--- config.mk ---
export PLATFORM = sky130hd
export DESIGN_NAME = posit_add_scheduler
export DESIGN_NICKNAME = d
export VERILOG_FILES = /design/src/rtl/posit_add_scheduler.sv
export SDC_FILE = /design/constraint.sdc
export NUM_CORES = 1
export LEC_CHECK = 0
export ABC_AREA = 1
export CAP_MARGIN = 20
export CORE_UTILIZATION = 39
export CTS_CLUSTER_DIAMETER = 200
export DETAILED_ROUTE_END_ITERATION = 10
export PLACE_DENSITY = 0.89
export SLEW_MARGIN = 15
export SYNTH_ARGS = -nofsm -noshare
export SYNTH_HDL_FRONTEND = slang
export SYNTH_SLANG_ARGS = --single-unit
--- constraint.sdc ---
create_clock -name clk -period 2.29 [get_ports clk]
set_clock_uncertainty 0.15 [all_clocks]
set_input_delay 0.458 -clock clk [delete_from_list [all_inputs] [get_ports clk]]
set_output_delay 0.458 -clock clk [all_outputs]
set_load 0.005 [all_outputs]
--- src/rtl/posit_add_scheduler.sv ---
// Two-port arbiter in front of one shared posit adder datapath: grants one
// operand pair at a time, bypasses NaR/zero operands and returns the sum.
module posit_add_scheduler #(
  parameter int N   = 8,
  parameter int ES  = 3,
  parameter int LAT = 2
) (
  input  logic         clk,
  input  logic         reset,
  input  logic         req0_valid,
  input  logic [N-1:0] req0_a,
  input  logic [N-1:0] req0_b,
  output logic         req0_ready,
  input  logic         req1_valid,
  input  logic [N-1:0] req1_a,
  input  logic [N-1:0] req1_b,
  output logic         req1_ready,
  output logic [N-1:0] dp_in1,
  output logic [N-1:0] dp_in2,
  input  logic [N-1:0] dp_out,
  output logic         rsp_valid,
  input  logic         rsp_ready,
  output logic         rsp_id,
  output logic [N-1:0] rsp_result,
  output logic         busy
);

  localparam logic [1:0] S_IDLE = 2'd0;
  localparam logic [1:0] S_BUSY = 2'd1;
  localparam logic [1:0] S_DONE = 2'd2;

  localparam int           CW  = (LAT > 1) ? $clog2(LAT) : 1;
  localparam logic [N-1:0] NAR = {1'b1, {(N-1){1'b0}}};

  // ES only configures the external adder; reject shapes it cannot represent.
  if (LAT < 1 || ES >= N) begin : g_param_check
    $error("posit_add_scheduler: requires LAT >= 1 and ES < N");
  end

  logic [1:0]    state;
  logic [CW-1:0] cnt;
  logic          ptr;
  logic          grant1;
  logic          accept;
  logic [N-1:0]  sel_a;
  logic [N-1:0]  sel_b;

  // NOTE: every signal driven here is assigned on every path, so no latch is
  // inferred; ready is also masked by reset so nothing reads as accepted then.
  always_comb begin
    grant1     = req1_valid && (!req0_valid || ptr);
    req0_ready = (state == S_IDLE) && !reset && req0_valid && !grant1;
    req1_ready = (state == S_IDLE) && !reset && grant1;
    accept     = req0_ready || req1_ready;
    sel_a      = grant1 ? req1_a : req0_a;
    sel_b      = grant1 ? req1_b : req0_b;
  end

  assign rsp_valid = (state == S_DONE);
  assign busy      = (state != S_IDLE);

  // NOTE: state is updated with non-blocking assignments so every register
  // samples pre-edge values regardless of statement order.
  always_ff @(posedge clk or posedge reset) begin
    if (reset) begin
      state      <= S_IDLE;
      cnt        <= '0;
      ptr        <= 1'b0;
      dp_in1     <= '0;
      dp_in2     <= '0;
      rsp_result <= '0;
      rsp_id     <= 1'b0;
    end else begin
      case (state)
        S_IDLE: begin
          if (accept) begin
            dp_in1 <= sel_a;
            dp_in2 <= sel_b;
            rsp_id <= grant1;
            ptr    <= ~grant1;
            if (sel_a == NAR || sel_b == NAR) begin
              rsp_result <= NAR;
              state      <= S_DONE;
            end else if (sel_a == '0) begin
              rsp_result <= sel_b;
              state      <= S_DONE;
            end else if (sel_b == '0) begin
              rsp_result <= sel_a;
              state      <= S_DONE;
            end else begin
              cnt   <= CW'(LAT - 1);
              state <= S_BUSY;
            end
          end
        end
        S_BUSY: begin
          // dp_out is only trusted on the edge the countdown expires.
          if (cnt == '0) begin
            rsp_result <= dp_out;
            state      <= S_DONE;
          end else begin
            cnt <= cnt - 1'b1;
          end
        end
        S_DONE: begin
          if (rsp_ready) state <= S_IDLE;
        end
        default: state <= S_IDLE;
      endcase
    end
  end

endmodule

==> results.cfg, run 1 <==
[run_status]
status = finished, final reports clean

[clocking]
htreeDepth = 2
clk_pin_slew_ns = 0.06
tritoncts = yes
clk_path_buf_depth = 2
cts_root_buf = clkbuf_8
cts_buffers = 5
clock_sinks = 29
insertion_delay_ns = 0.28

[synthesis]
synth-seq-area-share_pct = 40.3
synth_top_area_cell = dfrtp_1
postSynthAreaPerCell_um2 = 7.06
ys_ff_latch = 29
synth_top_area_share_pct = 40.3
ys_warn_count = 0
synthesis.nets = 300
synth_cell_types = 23
synth_area_mm2 = 0.00180
netlist_top_cells_area = dfrtp_1 (40%), nand2_1 (24%), o21ai_0 (6.9%)
netlist_instances = 255

[critical_path]
r2r_end = rsp_result[7]
worstPathRequired_ns = 1.68
reg2reg_from = ptr
ff2ff_path_depth = 15
critPathMaxFanout = 4
cp-end-kind = output pin
worst-setup-path-type = reg -> out
r2r_setup_slack_ns = 0.14
cp_data_arrival_time_ns = 1.62
critPathLaunchType = flop

[power_and_ir_drop]
clock_power_share_pct = 14.3
power_density_mw_per_mm2 = 1110
power_frac_seq_pct = 28.9
p_leak_nw = 1.49
vdd_drop_max_mv = 0.584
internal_power_mw = 2.01
p_switching_mw = 1.23
netSwitchingFraction_pct = 37.9
comb_power_share_pct = 56.8

[layout]
drive_gt1_share_pct = 18.3
utilization_pct = 66.8
area_growth_pct = 62.8
layout.nets = 404
n_fill_cell = 359
stdcell_area_mm2 = 0.00293
antenna_cells = 0

[die]
die_area_mm2 = 0.00489
die_w_um = 69.9
fp.coreArea_mm2 = 0.00438
num_rows = 24
fp.dieH_um = 69.9
ioPinCount = 74
initial_core_util_pct = 41.1

[timing]
period_needed_ns = 2.23
slew_headroom_pct = 75.4
maxSlewViolCount = 0
tightest_slew_ns = 0.369
fmax_mhz = 448
grt_setup_unrepaired = yes
finalHoldWorstSlack_ns = 0.319
finalSetupTns_ns = 0
final.period_utilization_pct = 97.5
timing.final.hold_violations = 0
setup_viol = 0

[placed_design]
portBuffers = 73
dpl-instance-area_mm2 = 0.00277
place_hpwl_mm = 4.04
routabilityCongestion = 0.870

[drt]
avgRoutedWirePerCell_um = 13.3
drc = 0
viasPerCell = 4.90
drt_iter0_drc = 151
drt_wl_total_mm = 5.50
vias = 2017
ant_nets = 0
dr.pass1.iters = 5

[min_path]
min_delay_path_depth = 2
hold_end = rsp_id
hold_class = reg -> reg
hp-start = rsp_id

[global_routing]
grt_pass1_vias = 2014
grt_pass1_wl_mm = 9.09
grt_max_degree = 34
overflow = 0
grt_usage_pct = 23.5
antenna_found_initial = 0

[run]
max_cap_viol_count = 0
synthesized netlist by cell type:
library cell and count:
nand2_1 116, nor2_1 9, buf_6 1, clkbuf_8 1
nor2_4 3, nand2_4 2, o31ai_1 1, inv_1 27
nand3_1 5, o21bai_4 1, nand3_2 1, nand3b_1 14
clkbuf_1 3, a21oi_1 1, dfrtp_1 29, nand2_2 5
nor2_2 5, buf_2 1, o21ai_0 25, o21ai_1 1
nand2_8 1, inv_2 2, buf_8 1
timing repair:
item                       in CTS  in global routing
pin swaps                       2                  3
setup buffers                   3                  1
gates resized for setup         5                  9
cloned                          0                  1
setup endpoints to repair      12                 12
hold buffers                    0                  0
worst max-delay path, cell delays in order (launching register included):
cell and delay, ns:
dfrtp_2 0.44, nor2_4 0.15, nand2_4 0.07, nor2_4 0.08, buf_4 0.11, clkdlybuf4s50_1 0.48
placed cells by master, fill, tap and decap left out, types with 2 or more instances in the layout:
cell and count:
nand2_1 114, clkdlybuf4s50_1 69, dfrtp_1 28, buf_4 28
inv_1 24, o21ai_0 24, nand3b_1 14, nor2_1 8
clkbuf_8 7, nor2_4 6, nand2_2 6, nand3_1 5
inv_2 4, dlygate4sd2_1 4, nand2_4 3, nor2_2 3
o21ai_1 2, buf_12 2
worst max-delay path by stage:
stage	from	to	slack, ns	depth (start not counted)
finish	state[0]	req1_ready	0.06	5
global route	req1_valid	rsp_result[3]	-0.02	13
CTS	state[0]	req1_ready	0.03	5
detailed placement	req1_valid	rsp_result[7]	-0.41	12
global placement	req0_valid	req0_ready	-0.31	7
floorplan	reset	req0_ready	0.01	6
sequential cells by signal, summed over array words and instances, names as in the netlist:
register / flops
rsp_id: 1
ptr: 1
cnt: 1
dp_in2: 8
dp_in1: 8
rsp_result: 8
state: 2
power by group through the flow:
stage	combinational [mW]	sequential, mW	clock (mW)
after detailed placement	1.76	0.926	0
after global routing	2.03	0.969	0.492
final	1.84	0.937	0.462
after global placement	1.69	0.924	0
after CTS	1.78	0.925	0.471
after floorplan	0.809	0.926	0
cell type report:
cell class              instances  area (um^2)  share of cell area (%)
clock buffers                   7         96.3                    3.29
clock inverters                 1         5.00                   0.171
inverters                      29          113                    3.84
multi-input cells             191          948                    32.4
flip-flops and latches         29          727                    24.8
well taps                      52         65.1                    2.22
repair buffers                103          976                    33.3
per-stage QoR:
stage	power (mW)	setup slack (ns)	std cells
3_5_place_dp	2.68	-0.412	399
6_report	3.24	0.0576	412
5_1_grt	3.49	-0.0213	412
2_1_floorplan	1.74	0.00986	255
3_3_place_gp	2.61	-0.311	399
4_1_cts	3.18	0.0266	410
kinds of logic (layout without fill, tap and decap cells):
family / after synthesis / count (layout) / synth area share (%)
AND/OR/NAND/NOR: 161 / 161 / 41.6
buffers and inverters: 36 / 140 / 9.17
AO/OA/AOI/OAI: 29 / 30 / 8.96
flip-flops: 29 / 29 / 40.3
per-layer routing:
layer | global-route usage [%] | vias to the layer above | share of wire, %
met3 | 5.05 | 17 | 5.0
met5 | 0 | - | 0
li1 | - | 994 | -
met2 | 40.8 | 81 | 51
met1 | 28.1 | 925 | 41
met4 | 9.56 | 0 | 2.4
No activity file was read; power rests on OpenSTA's default activity.
==> inputs of run 2 (changes only) <==
Settings changed: SKIP_CTS_REPAIR_TIMING set to 1.
==> run 2 against run 1 <==
- first-iteration DRC count decreased by 13%
- utilization shrank 0.26 points
- sequential power is 0.5% lower
- register-to-register slack better by 0.02 ns
- count of clock-buffer cells in the layout is the same
- critical endpoint unchanged
==> results.cfg, run 2 (synthesized netlist as in run 1, its figures left out) <==
[critical_path]
cp-end-kind = output pin
critPathLaunchType = flop
cp_slowest_cell = clkdlybuf4s50_1
worst-setup-path-type = reg -> out
worstPathRequired_ns = 1.68
cp_data_arrival_time_ns = 1.58
slowest_delay_ns = 0.51
crit_top_cell = nor2_4
critPathMaxFanout = 3
cp_cell_sequence = nor2_4, nand2_4, nor2_4, clkdlybuf4s50_1

[drt]
viasPerCell = 4.94
dr.pass1.iters = 4
drc = 0
ant_nets = 0
drt_iter0_drc = 131
drt_wl_total_mm = 5.41
vias = 2019
avgRoutedWirePerCell_um = 13.2

[die]
fp.coreArea_mm2 = 0.00438
num_rows = 24
ioPinCount = 74
fp.dieH_um = 69.9
die_area_mm2 = 0.00489
die_w_um = 69.9
initial_core_util_pct = 41.1

[global_routing]
overflow = 0
antenna_found_initial = 0
grt_max_degree = 34
grt_pass1_wl_mm = 9.02
grt_busiest_layer = met2
gr-usage-met3_pct = 5.05
grt_usage_pct = 23.3
grt_pass1_vias = 2011
met2_usage_pct = 40.5
met1_usage_pct = 27.7

[layout]
antenna_cells = 0
n_fill_cell = 361
regArea_um2 = 727
drive_gt1_share_pct = 17.4
stdcell_count = 409
area_growth_pct = 62.1
biggestRegsByFlops = dp_in1: 8 flops, dp_in2: 8 flops, rsp_result: 8 flops
layout_common_cells = nand2_1 (114), clkdlybuf4s50_1 (69), dfrtp_1 (28)
mostFrequentLayoutCell = nand2_1
multi_input_area_um2 = 937
layout.nets = 401

[timing]
final.period_utilization_pct = 95.7
period_needed_ns = 2.19
setup_viol = 0
tightest_slew_ns = 0.403
worst_slack_ns = 0.0991
grt_setup_unrepaired = yes
fmax_mhz = 456
slew_headroom_pct = 73.0
maxSlewViolCount = 0
timing.final.hold_violations = 0

[clocking]
cts_root_buf = clkbuf_8
clock_sinks = 29
clk_path_buf_depth = 2
clk_pin_slew_ns = 0.06
insertion_delay_ns = 0.29
htreeDepth = 2
tritoncts = yes
cts_buffers = 5

[placed_design]
routabilityCongestion = 0.870
place_hpwl_mm = 4.04
portBuffers = 73
dp_slack_ns = -0.412
dp_cells = 399

[min_path]
hold_class = in -> async

[power_and_ir_drop]
power_density_mw_per_mm2 = 1100
p_switching_mw = 1.21
power_frac_seq_pct = 29.0
netSwitchingFraction_pct = 37.7
internal_power_mw = 2.00
vdd_drop_max_mv = 0.586
clock_power_share_pct = 14.4
comb_power_share_pct = 56.5
p_leak_nw = 1.51

[run_status]
status = finished, final reports clean

[run]
max_cap_viol_count = 0
==> run 2: cell count changes in the layout (fill, tap and decap cells not counted), sizes merged <==
cell | before | now
dlymetal6s2s | 0 | 4
o21bai | 2 | 1
dlygate4sd2 | 4 | 0
buf | 30 | 28
==> run 2: worst max-delay path: cells and delay by family (launching register included) <==
kind / cells / cell delay (ns)
buffers and inverters: 1 / 0.51
DFF: 1 / 0.42
and+or+nand+nor: 3 / 0.36
==> run 2: area by class of cell <==
type	instances	share of cell area, %
Clock inverter	1	0.171
Timing Repair Buffer	101	33.4
Inverter	29	3.86
Multi-Input combinational cell	190	32.1
Sequential cell	29	24.9
Clock buffer	7	3.30
Tap cell	52	2.23
==> run 2: path summary, 6_finish.rpt <==
path,to,start,slack (ns),cells after the start
min reg2reg,rsp_id,rsp_id,0.32,2
min in group clk,rsp_id,rsp_id,0.32,2
min,dp_in1[6],reset,0.19,3
max in group asynchronous,state[0],reset,1.52,3
max,req1_ready,state[1],0.1,4
max reg2reg,state[1],ptr,0.16,13
==> run 2: power groups by stage <==
stage                     Sequential (mW)  Combinational [mW]  Clock, mW
after detailed placement            0.926                1.76          0
after global placement              0.924                1.69          0
after CTS                           0.925                1.77      0.471
final                               0.932                1.82      0.463
after floorplan                     0.926               0.809          0
after global routing                0.965                2.00      0.492
==> run 2: through the flow <==
step	area, um^2	power (mW)	util (%)	hold WS [ns]	setup TNS (ns)
2_1_floorplan	1810	1.74	-	0.225	0
3_3_place_gp	2770	2.61	63.1	0.305	-3.44
5_1_grt	2920	3.46	66.6	0.242	-0.0972
3_5_place_dp	2770	2.68	63.1	0.308	-4.67
4_1_cts	2870	3.16	65.4	0.323	-1.48
6_report	2920	3.21	66.6	0.190	0
==> run 2: routing by layer <==
layer  vias up  wire [um]
met2        71       2780
li1        987          -
met3        17        254
met1       944       2240
met5         -          0
met4         0        130
==> inputs of run 3 (changes only) <==
Settings changed: GPL_ROUTABILITY_DRIVEN set to 0, SKIP_LAST_GASP set to 1.
Clock period 2.29 ns to 2 ns, I/O delays scaled along.
==> run 3 against run 2 <==
- critical path depth increased by 10
- first-iteration DRC count up 33%
- the run now ends with negative setup slack left
- final cell count rose by 3.2%
- wire length rose by 32%
- non-clock buffer count rose by 12
- total power increased by 28%
==> results.cfg, run 3 (synthesized netlist as in run 1, its figures left out) <==
[run_status]
status = finished, violations left
violations = negative setup slack

[clocking]
htreeDepth = 2
insertion_delay_ns = 0.29
clk_path_buf_depth = 2
cts_buffers = 5
clk_pin_slew_ns = 0.06
clock_sinks = 29
tritoncts = yes
cts_root_buf = clkbuf_8

[drt]
drt_wl_total_mm = 7.15
vias = 2289
drc = 0
dr.pass1.iters = 5
ant_nets = 0
avgRoutedWirePerCell_um = 16.9
viasPerCell = 5.42
drt_iter0_drc = 174

[critical_path]
worstPathRequired_ns = 2.08
path_depth = 14
startpoint = ptr
ff2ff_path_depth = 14
critPathLaunchType = flop
cp_data_arrival_time_ns = 2.24
critical_path.top_delay_family = simple AND/OR/NAND/NOR gates
cp-end-kind = flop
critPathMaxFanout = 8
slowest_delay_ns = 0.39
reg2reg_from = ptr
worst-setup-path-type = reg -> reg
crit_top_cell = nand2_1
cp_cell_sequence = inv_2, nand2_4, nand2_8, clkbuf_16, nand2_1, nand2_1, nand2_2, nor2_4, nand2_4, o21ai_0, nand2_1, nand2_1, nand2_2, nand2_1
crit_buf_inv = 2
cp_slowest_cell = dfrtp_1

[die]
ioPinCount = 74
initial_core_util_pct = 41.1
num_rows = 24
fp.coreArea_mm2 = 0.00438
fp.dieH_um = 69.9
die_w_um = 69.9
die_area_mm2 = 0.00489

[global_routing]
grt_pass1_vias = 1959
grt_pass1_wl_mm = 8.63
overflow = 0
antenna_found_initial = 0
grt_busiest_layer = met2
grt_max_degree = 35
met2_usage_pct = 38.8
grt_usage_pct = 22.4
met1_usage_pct = 26.1
gr-usage-met3_pct = 5.92

[layout]
drive_gt1_share_pct = 29.7
layout_common_cells = nand2_1 (86), clkdlybuf4s50_1 (67), nand2_2 (30)
layout.nets = 414
area_growth_pct = 79.8
antenna_cells = 0
n_fill_cell = 279
biggestRegsByFlops = dp_in1: 8 flops, dp_in2: 8 flops, rsp_result: 8 flops
mostFrequentLayoutCell = nand2_1

[timing]
final.period_utilization_pct = 108
maxSlewViolCount = 0
setup_viol = 12
grt_setup_unrepaired = yes
tightest_slew_ns = 0.375
period_needed_ns = 2.16
slew_headroom_pct = 75.0
timing.final.hold_violations = 0
worst_slack_ns = -0.160
finalSetupTns_ns = -1.03
fmax_mhz = 463

[placed_design]
portBuffers = 73
dp_slack_ns = -0.687
place_hpwl_mm = 4.02

[power_and_ir_drop]
p_leak_nw = 1.69
vdd_drop_max_mv = 0.567
power_density_mw_per_mm2 = 1270

[run]
max_cap_viol_count = 0

[min_path]
hold_class = in -> async
run 3: changes by cell type in the layout (fill, tap and decap cells not counted), moves of 3 or more:
cell       delta
nor2_1        -3
buf_4         +3
nand2_4       +4
buf_6         +5
nor2_4        +4
clkbuf_16     +3
nand2_2      +24
nand2_1      -28
run 3: metal layers:
layer / vias to the layer above / part of all wire [%] / wire (um)
li1: 1017 / - / -
met3: 42 / 7.2 / 518
met5: - / 0 / 0
met2: 143 / 50 / 3600
met4: 0 / 5.4 / 388
met1: 1087 / 37 / 2640
run 3: final timing paths:
| path | end | slack (ns) |
|---|---|---|
| worst max-delay path | rsp_result[0] | -0.16 |
| worst min-delay path | dp_in2[6] | 0.11 |
| worst max register to register | rsp_result[0] | -0.16 |
| worst min register to register | rsp_id | 0.34 |
| max in group asynchronous | rsp_result[5] | 1.31 |
| min in group clk | rsp_id | 0.34 |
run 3: area by class of cell:
| cell class | instances | area [um^2] | share of cell area, % |
|---|---|---|---|
| Tap cell | 52 | 65.1 | 2.01 |
| Sequential cell | 29 | 726 | 22.4 |
| Inverter | 29 | 113 | 3.48 |
| Clock buffer | 7 | 96.3 | 2.98 |
| Multi-Input combinational cell | 191 | 1090 | 33.5 |
| Clock inverter | 1 | 5.00 | 0.155 |
| Timing Repair Buffer | 113 | 1150 | 35.4 |
run 3: through the flow:
step	hold slack, ns	util, %	cells	power (mW)	instance area, um^2
3_5_place_dp	0.318	62.9	401	3.04	2760
2_1_floorplan	0.167	-	255	1.99	1810
3_3_place_gp	0.305	62.9	401	2.97	2760
4_1_cts	0.333	65.2	409	3.60	2860
5_1_grt	0.158	73.9	422	4.37	3240
6_report	0.113	73.9	422	4.12	3240
run 3: power breakdown:
part	total [mW]	internal [mW]	switching [mW]
Sequential	1.08	0.883	0.195
Combinational	2.50	1.28	1.21
Clock	0.543	0.310	0.233
Total	4.12	2.48	1.64
run 3: worst min-delay path: stages:
cell	delay [ns]
dlymetal6s2s_1	0.14
clkinvlp_4	0.08
buf_4	0.35
